==> src/rtl/dart_game_ctrl_if.sv <==
// Dart hit channel between the pattern generator (master) and the game controller (slave).
interface dart_game_ctrl_if;
    logic       dart_come_i;
    logic [7:0] dart_position_x_i;
    logic [7:0] dart_position_y_i;

    modport master (
        output dart_come_i,
        output dart_position_x_i,
        output dart_position_y_i
    );

    modport slave (
        input dart_come_i,
        input dart_position_x_i,
        input dart_position_y_i
    );
endinterface

==> src/rtl/dart_game_ctrl.sv <==
// Two-player countdown dart game: scores each hit by ring distance from the board centre,
// alternates players every three darts, handles bust and exact-zero wins.
module dart_game_ctrl #(
    parameter int unsigned START_PT = 301,
    parameter int unsigned CX       = 128,
    parameter int unsigned CY       = 128,
    parameter int unsigned R_BULL   = 8,
    parameter int unsigned R1       = 32,
    parameter int unsigned R2       = 64,
    parameter int unsigned R3       = 100
) (
    input  logic                   clk,
    input  logic                   reset,
    dart_game_ctrl_if.slave        dart,
    output logic                   game_set_o,
    output logic                   player_1_done_o,
    output logic                   player_2_done_o,
    output logic                   player_1_win_o,
    output logic                   player_2_win_o,
    output logic [8:0]             player_1_pt_o,
    output logic [8:0]             player_2_pt_o
);

    localparam logic [16:0] BullSq = 17'(R_BULL * R_BULL);
    localparam logic [16:0] R1Sq   = 17'(R1 * R1);
    localparam logic [16:0] R2Sq   = 17'(R2 * R2);
    localparam logic [16:0] R3Sq   = 17'(R3 * R3);
    localparam logic [8:0]  StartPt = 9'(START_PT);

    typedef enum logic [1:0] {StWaitDart, StCalc, StApply, StGameOver} state_e;

    state_e      state_q, state_d;
    logic [7:0]  x_q, x_d, y_q, y_d;
    logic [16:0] d2_q, d2_d;
    logic        player_q, player_d;   // 0: player 1, 1: player 2
    logic [1:0]  dart_cnt_q, dart_cnt_d;
    logic [8:0]  p1_pt_q, p1_pt_d, p2_pt_q, p2_pt_d;
    logic [8:0]  turn_start_q, turn_start_d;
    logic        done1_q, done1_d, done2_q, done2_d;
    logic        win1_q, win1_d, win2_q, win2_d;
    logic        game_set_q, game_set_d;

    logic signed [8:0]  dx, dy;
    logic signed [17:0] dx2, dy2;
    logic [16:0]        d2_calc;
    logic [8:0]         score, cur_pt, new_pt;
    logic               turn_end;

    assign dx      = $signed({1'b0, x_q}) - $signed(9'(CX));
    assign dy      = $signed({1'b0, y_q}) - $signed(9'(CY));
    assign dx2     = dx * dx;
    assign dy2     = dy * dy;
    assign d2_calc = 17'(unsigned'(dx2)) + 17'(unsigned'(dy2));
    assign cur_pt  = player_q ? p2_pt_q : p1_pt_q;

    // Ring boundaries are inclusive: a hit exactly on a radius scores the inner ring.
    always_comb begin
        score = 9'd0;
        if      (d2_q <= BullSq) score = 9'd50;
        else if (d2_q <= R1Sq)   score = 9'd20;
        else if (d2_q <= R2Sq)   score = 9'd10;
        else if (d2_q <= R3Sq)   score = 9'd5;
    end

    always_comb begin
        state_d      = state_q;
        x_d          = x_q;
        y_d          = y_q;
        d2_d         = d2_q;
        player_d     = player_q;
        dart_cnt_d   = dart_cnt_q;
        p1_pt_d      = p1_pt_q;
        p2_pt_d      = p2_pt_q;
        turn_start_d = turn_start_q;
        done1_d      = 1'b0;
        done2_d      = 1'b0;
        win1_d       = win1_q;
        win2_d       = win2_q;
        game_set_d   = game_set_q;
        new_pt       = cur_pt;
        turn_end     = 1'b0;

        unique case (state_q)
            StWaitDart: begin
                if (dart.dart_come_i) begin
                    x_d     = dart.dart_position_x_i;
                    y_d     = dart.dart_position_y_i;
                    state_d = StCalc;
                end
            end
            StCalc: begin
                d2_d    = d2_calc;
                state_d = StApply;
            end
            StApply: begin
                state_d = StWaitDart;
                if (score > cur_pt) begin
                    new_pt   = turn_start_q;
                    turn_end = 1'b1;
                end else if (score == cur_pt) begin
                    new_pt     = 9'd0;
                    turn_end   = 1'b1;
                    game_set_d = 1'b1;
                    state_d    = StGameOver;
                    if (player_q) win2_d = 1'b1;
                    else          win1_d = 1'b1;
                end else begin
                    new_pt   = cur_pt - score;
                    turn_end = (dart_cnt_q == 2'd2);
                end

                if (player_q) p2_pt_d = new_pt;
                else          p1_pt_d = new_pt;

                if (turn_end) begin
                    // The incoming player's points are untouched this cycle, so snapshot the register.
                    player_d     = ~player_q;
                    dart_cnt_d   = 2'd0;
                    turn_start_d = player_q ? p1_pt_q : p2_pt_q;
                    if (player_q) done2_d = 1'b1;
                    else          done1_d = 1'b1;
                end else begin
                    dart_cnt_d = dart_cnt_q + 2'd1;
                end
            end
            StGameOver: state_d = StGameOver;
            default:    state_d = StWaitDart;
        endcase
    end

    always_ff @(posedge clk) begin
        if (!reset) begin
            state_q      <= StWaitDart;
            x_q          <= 8'd0;
            y_q          <= 8'd0;
            d2_q         <= 17'd0;
            player_q     <= 1'b0;
            dart_cnt_q   <= 2'd0;
            p1_pt_q      <= StartPt;
            p2_pt_q      <= StartPt;
            turn_start_q <= StartPt;
            done1_q      <= 1'b0;
            done2_q      <= 1'b0;
            win1_q       <= 1'b0;
            win2_q       <= 1'b0;
            game_set_q   <= 1'b0;
        end else begin
            state_q      <= state_d;
            x_q          <= x_d;
            y_q          <= y_d;
            d2_q         <= d2_d;
            player_q     <= player_d;
            dart_cnt_q   <= dart_cnt_d;
            p1_pt_q      <= p1_pt_d;
            p2_pt_q      <= p2_pt_d;
            turn_start_q <= turn_start_d;
            done1_q      <= done1_d;
            done2_q      <= done2_d;
            win1_q       <= win1_d;
            win2_q       <= win2_d;
            game_set_q   <= game_set_d;
        end
    end

    assign game_set_o      = game_set_q;
    assign player_1_done_o = done1_q;
    assign player_2_done_o = done2_q;
    assign player_1_win_o  = win1_q;
    assign player_2_win_o  = win2_q;
    assign player_1_pt_o   = p1_pt_q;
    assign player_2_pt_o   = p2_pt_q;

endmodule
==> src/flat_wrapper.sv <==
// flat-port wrapper written by rule: the top's interface ports become plain ports
module dart_game_ctrl_flat 
#(
    parameter int unsigned START_PT = 301,
    parameter int unsigned CX       = 128,
    parameter int unsigned CY       = 128,
    parameter int unsigned R_BULL   = 8,
    parameter int unsigned R1       = 32,
    parameter int unsigned R2       = 64,
    parameter int unsigned R3       = 100
)
  (clk, reset, game_set_o, player_1_done_o, player_2_done_o, player_1_win_o, player_2_win_o, player_1_pt_o, player_2_pt_o, dart_dart_come_i, dart_dart_position_x_i, dart_dart_position_y_i);
  dart_game_ctrl_if dart_i ();
  input  logic clk;
  input  logic reset;
  output logic game_set_o;
  output logic player_1_done_o;
  output logic player_2_done_o;
  output logic player_1_win_o;
  output logic player_2_win_o;
  output logic [8:0] player_1_pt_o;
  output logic [8:0] player_2_pt_o;
  input wire logic [$bits(dart_i.dart_come_i)-1:0] dart_dart_come_i;
  input wire logic [$bits(dart_i.dart_position_x_i)-1:0] dart_dart_position_x_i;
  input wire logic [$bits(dart_i.dart_position_y_i)-1:0] dart_dart_position_y_i;
  assign dart_i.dart_come_i = dart_dart_come_i;
  assign dart_i.dart_position_x_i = dart_dart_position_x_i;
  assign dart_i.dart_position_y_i = dart_dart_position_y_i;
  dart_game_ctrl #(.START_PT(START_PT), .CX(CX), .CY(CY), .R_BULL(R_BULL), .R1(R1), .R2(R2), .R3(R3)) u_core (.clk(clk), .reset(reset), .dart(dart_i), .game_set_o(game_set_o), .player_1_done_o(player_1_done_o), .player_2_done_o(player_2_done_o), .player_1_win_o(player_1_win_o), .player_2_win_o(player_2_win_o), .player_1_pt_o(player_1_pt_o), .player_2_pt_o(player_2_pt_o));
endmodule
==> config.mk <==
export PLATFORM = sky130hd
export DESIGN_NAME = dart_game_ctrl_flat
export DESIGN_NICKNAME = d
export VERILOG_FILES = /design/src/rtl/dart_game_ctrl_if.sv /design/src/rtl/dart_game_ctrl.sv /design/src/flat_wrapper.sv
export SDC_FILE = /design/constraint.sdc
export NUM_CORES = 1
export LEC_CHECK = 0
export ABC_AREA = 1
export CAP_MARGIN = 20
export CORE_ASPECT_RATIO = 0.75
export CORE_MARGIN = 2
export CORE_UTILIZATION = 30
export DETAILED_ROUTE_END_ITERATION = 6
export SYNTH_ARGS = -nofsm -noshare
export SYNTH_HDL_FRONTEND = slang
export SYNTH_SLANG_ARGS = --single-unit
==> constraint.sdc <==
create_clock -name clk -period 9.9 [get_ports clk]
set_input_delay 0.99 -clock clk [delete_from_list [all_inputs] [get_ports clk]]
set_output_delay 0.99 -clock clk [all_outputs]
set_load 0.01 [all_outputs]
==> results.md <==
* Run status: completed
* #FFs+latches synth at 70
* Nets@finish at 1369
* Share of layout cells above drive strength 1 at 0.0373
* WP data required at 10140 ps
* Total Die Area at 30000 um^2
* Setup repair bufs after CTS at 0
* Clock sinks at 70
* DRC at 0
* List of most frequent post-synthesis cells: 276 x inv_1, 213 x nand2_1, 120 x fa_1, 83 x nor2_1, 82 x ha_1
* Synthesized area at 8580 um^2
* GRT Overall Usage at 0.143
* Core area at 28100 um^2
* Final min period at 6300 ps
* CTS tree: yes
* Clk_lat worst skew at 350 ps
* Final Cycle Share at 0.637
* WL/cell at 12.8 um
* Post-route ant nets at 0
* Setup TNS at 0 ps
* Post-synthesis instance total at 1123
* CP max FO at 10
* First-pass GRT wire length at 33800 um
* Unrepaired setup endpoints after global routing: no
* Ys Warns at 0
* DIE HEIGHT at 150 um
* Site Rows at 53
* Max Slew Vio Count at 0
* Max Clock Freq at 0.159 GHz
* Gr ovfl total at 0
* Max-Slew Margin vs Limit at 0.350
* Vias/cell at 4.42
* Synth area leaders: fa_1 28%, dfxtp_1 16%, inv_1 12%
* H-tree levels at 3
* Syn_nets at 1344
* Vias at 6793
* Crit path DAT at 6540 ps
* Drt total wl at 19700 um
* Register-to-register setup slack at 3600 ps
* Final number of hold-violating endpoints at 0
* Cts bufs inserted at 9
* Ys async rst share at 0
* CTS Buffer Depth at 2
* Max_cap viols at 0
* Most used DFF post-synth: dfxtp_1
* I/O Pins at 42
* Crit start category: register
* Vias in the first global route at 6977
* CTS root buf: clkbuf_16
* Slew @ Worst Pin at 971 ps
* Most frequent cell after synthesis: inv_1
* Post-synth top area share at 0.280
* Initial DRC Count at 408
* Worst Setup Path Type: reg2reg
* Starting density of the core at 0.306
* Final clock skew at 14.0 ps
* Area leader, netlist: fa_1
* Diode count at 0
* Worst Hold Class: reg2reg
* Synth unique cells at 39
* Post-CTS sizing at 0
* Hold Buf Count CTS at 0
* CP Capture Type: register
* Placer Congestion at 0.849
* Post-DP HPWL at 16300 um
* Initial antenna violation count at 0
* IO Port Bufs at 41
* Die Span X at 199 um
* Fillers at 2942
* Clock-pin slew on the worst setup and hold paths at 70 ps
* Sequential fraction of the synthesis area at 0.163
* Area growth, synth to finish at 12.5%
* EDFF count, synth at 0
* Avg Cell Area, Syn at 7.64 um^2
* Setup violators final at 0
* Largest net degree at the start of global routing at 47
* First-pass DRT Iterations at 4
layout by cell type (no fill, tap or decap), types with 3 or more instances in the layout:
cell             instances
nand4_1                  3
nor4_1                   3
nand3_1                 43
xor2_1                  11
nand2_2                  5
inv_1                  276
a21oi_1                 56
inv_2                    3
or2_2                    5
fa_1                   120
clkbuf_16                9
buf_4                    4
ha_1                    82
o211ai_1                 8
o21ai_0                 53
inv_6                    3
dfxtp_1                 70
o21bai_1                 6
xnor2_1                 10
o21a_1                   4
nor3_1                   8
nand2_1                213
clkdlybuf4s50_1         40
o21ai_1                  8
nor2_1                  83
routing by layer:
layer | up-vias | wire (um) | track usage
li1 | 3452 | - | -
met1 | 3215 | 9860 | 0.200
met2 | 110 | 8820 | 0.234
met3 | 16 | 782 | 0.0170
met4 | 0 | 265 | 0.0410
met5 | - | 0 | 0
logic make-up after synthesis:
logic type / after synthesis / share of synthesized area
fa+ha+maj: 202 / 0.400
xor+xnor: 21 / 0.0214
flops: 70 / 0.163
buf+inv: 312 / 0.139
simple gates: 372 / 0.183
compound gates: 146 / 0.0941
final cells by class:
| class | count | area, um^2 | area share |
|---|---|---|---|
| Tap cell | 385 | 482 | 0.0499 |
| Clock buffer | 9 | 225 | 0.0233 |
| Timing Repair Buffer | 45 | 435 | 0.0451 |
| Multi-Input combinational cell | 741 | 5990 | 0.621 |
| Sequential cell | 70 | 1400 | 0.145 |
| Inverter | 281 | 1050 | 0.109 |
| Clock inverter | 7 | 63.8 | 0.00661 |
worst max-delay path: stages, from the launching register on:
cell     delay, ps
dfxtp_1        550
inv_1          140
nor2_1         280
inv_1          110
fa_1           600
inv_1           70
fa_1           490
inv_1           50
fa_1           470
inv_1           50
fa_1           440
fa_1           500
fa_1           550
inv_1           60
fa_1           490
inv_1           40
ha_1           350
a21oi_1        210
o21ai_0        180
a21o_1         220
xor2_1         140
o21ai_0        150
inv_1           50
state kept, by name, indices dropped and copies added, names as in the netlist, 2 cells and up:
register and count:
u_core.player_2_pt_o 9, u_core.d2_q 17, u_core.player_1_pt_o 9, u_core.x_q 8
u_core.y_q 8, u_core.state_q 2, u_core.turn_start_q 9, u_core.dart_cnt_q 2
final timing paths:
path	from	to	cells past startpoint
max	u_core.y_q[0]	u_core.d2_q[11]	22
min	u_core.game_set_o	u_core.game_set_o	2
max reg2reg	u_core.y_q[0]	u_core.d2_q[11]	22
min reg2reg	u_core.game_set_o	u_core.game_set_o	2
through the flow:
stage / util / area [um^2] / hold WS, ps / instances / setup slack (ps)
after floorplan: - / 8580 / 437 / 1123 / 4010
after global placement: 0.334 / 9360 / 443 / 1522 / 3730
after detailed placement: 0.334 / 9360 / 440 / 1522 / 3650
after CTS: 0.344 / 9650 / 451 / 1538 / 3620
after global routing: 0.344 / 9650 / 481 / 1538 / 3150
final: 0.344 / 9650 / 451 / 1538 / 3600
Power is left out: the tool's default activity adds up to more than one toggle a clock period on the data nets, which glitch-free logic cannot reach.
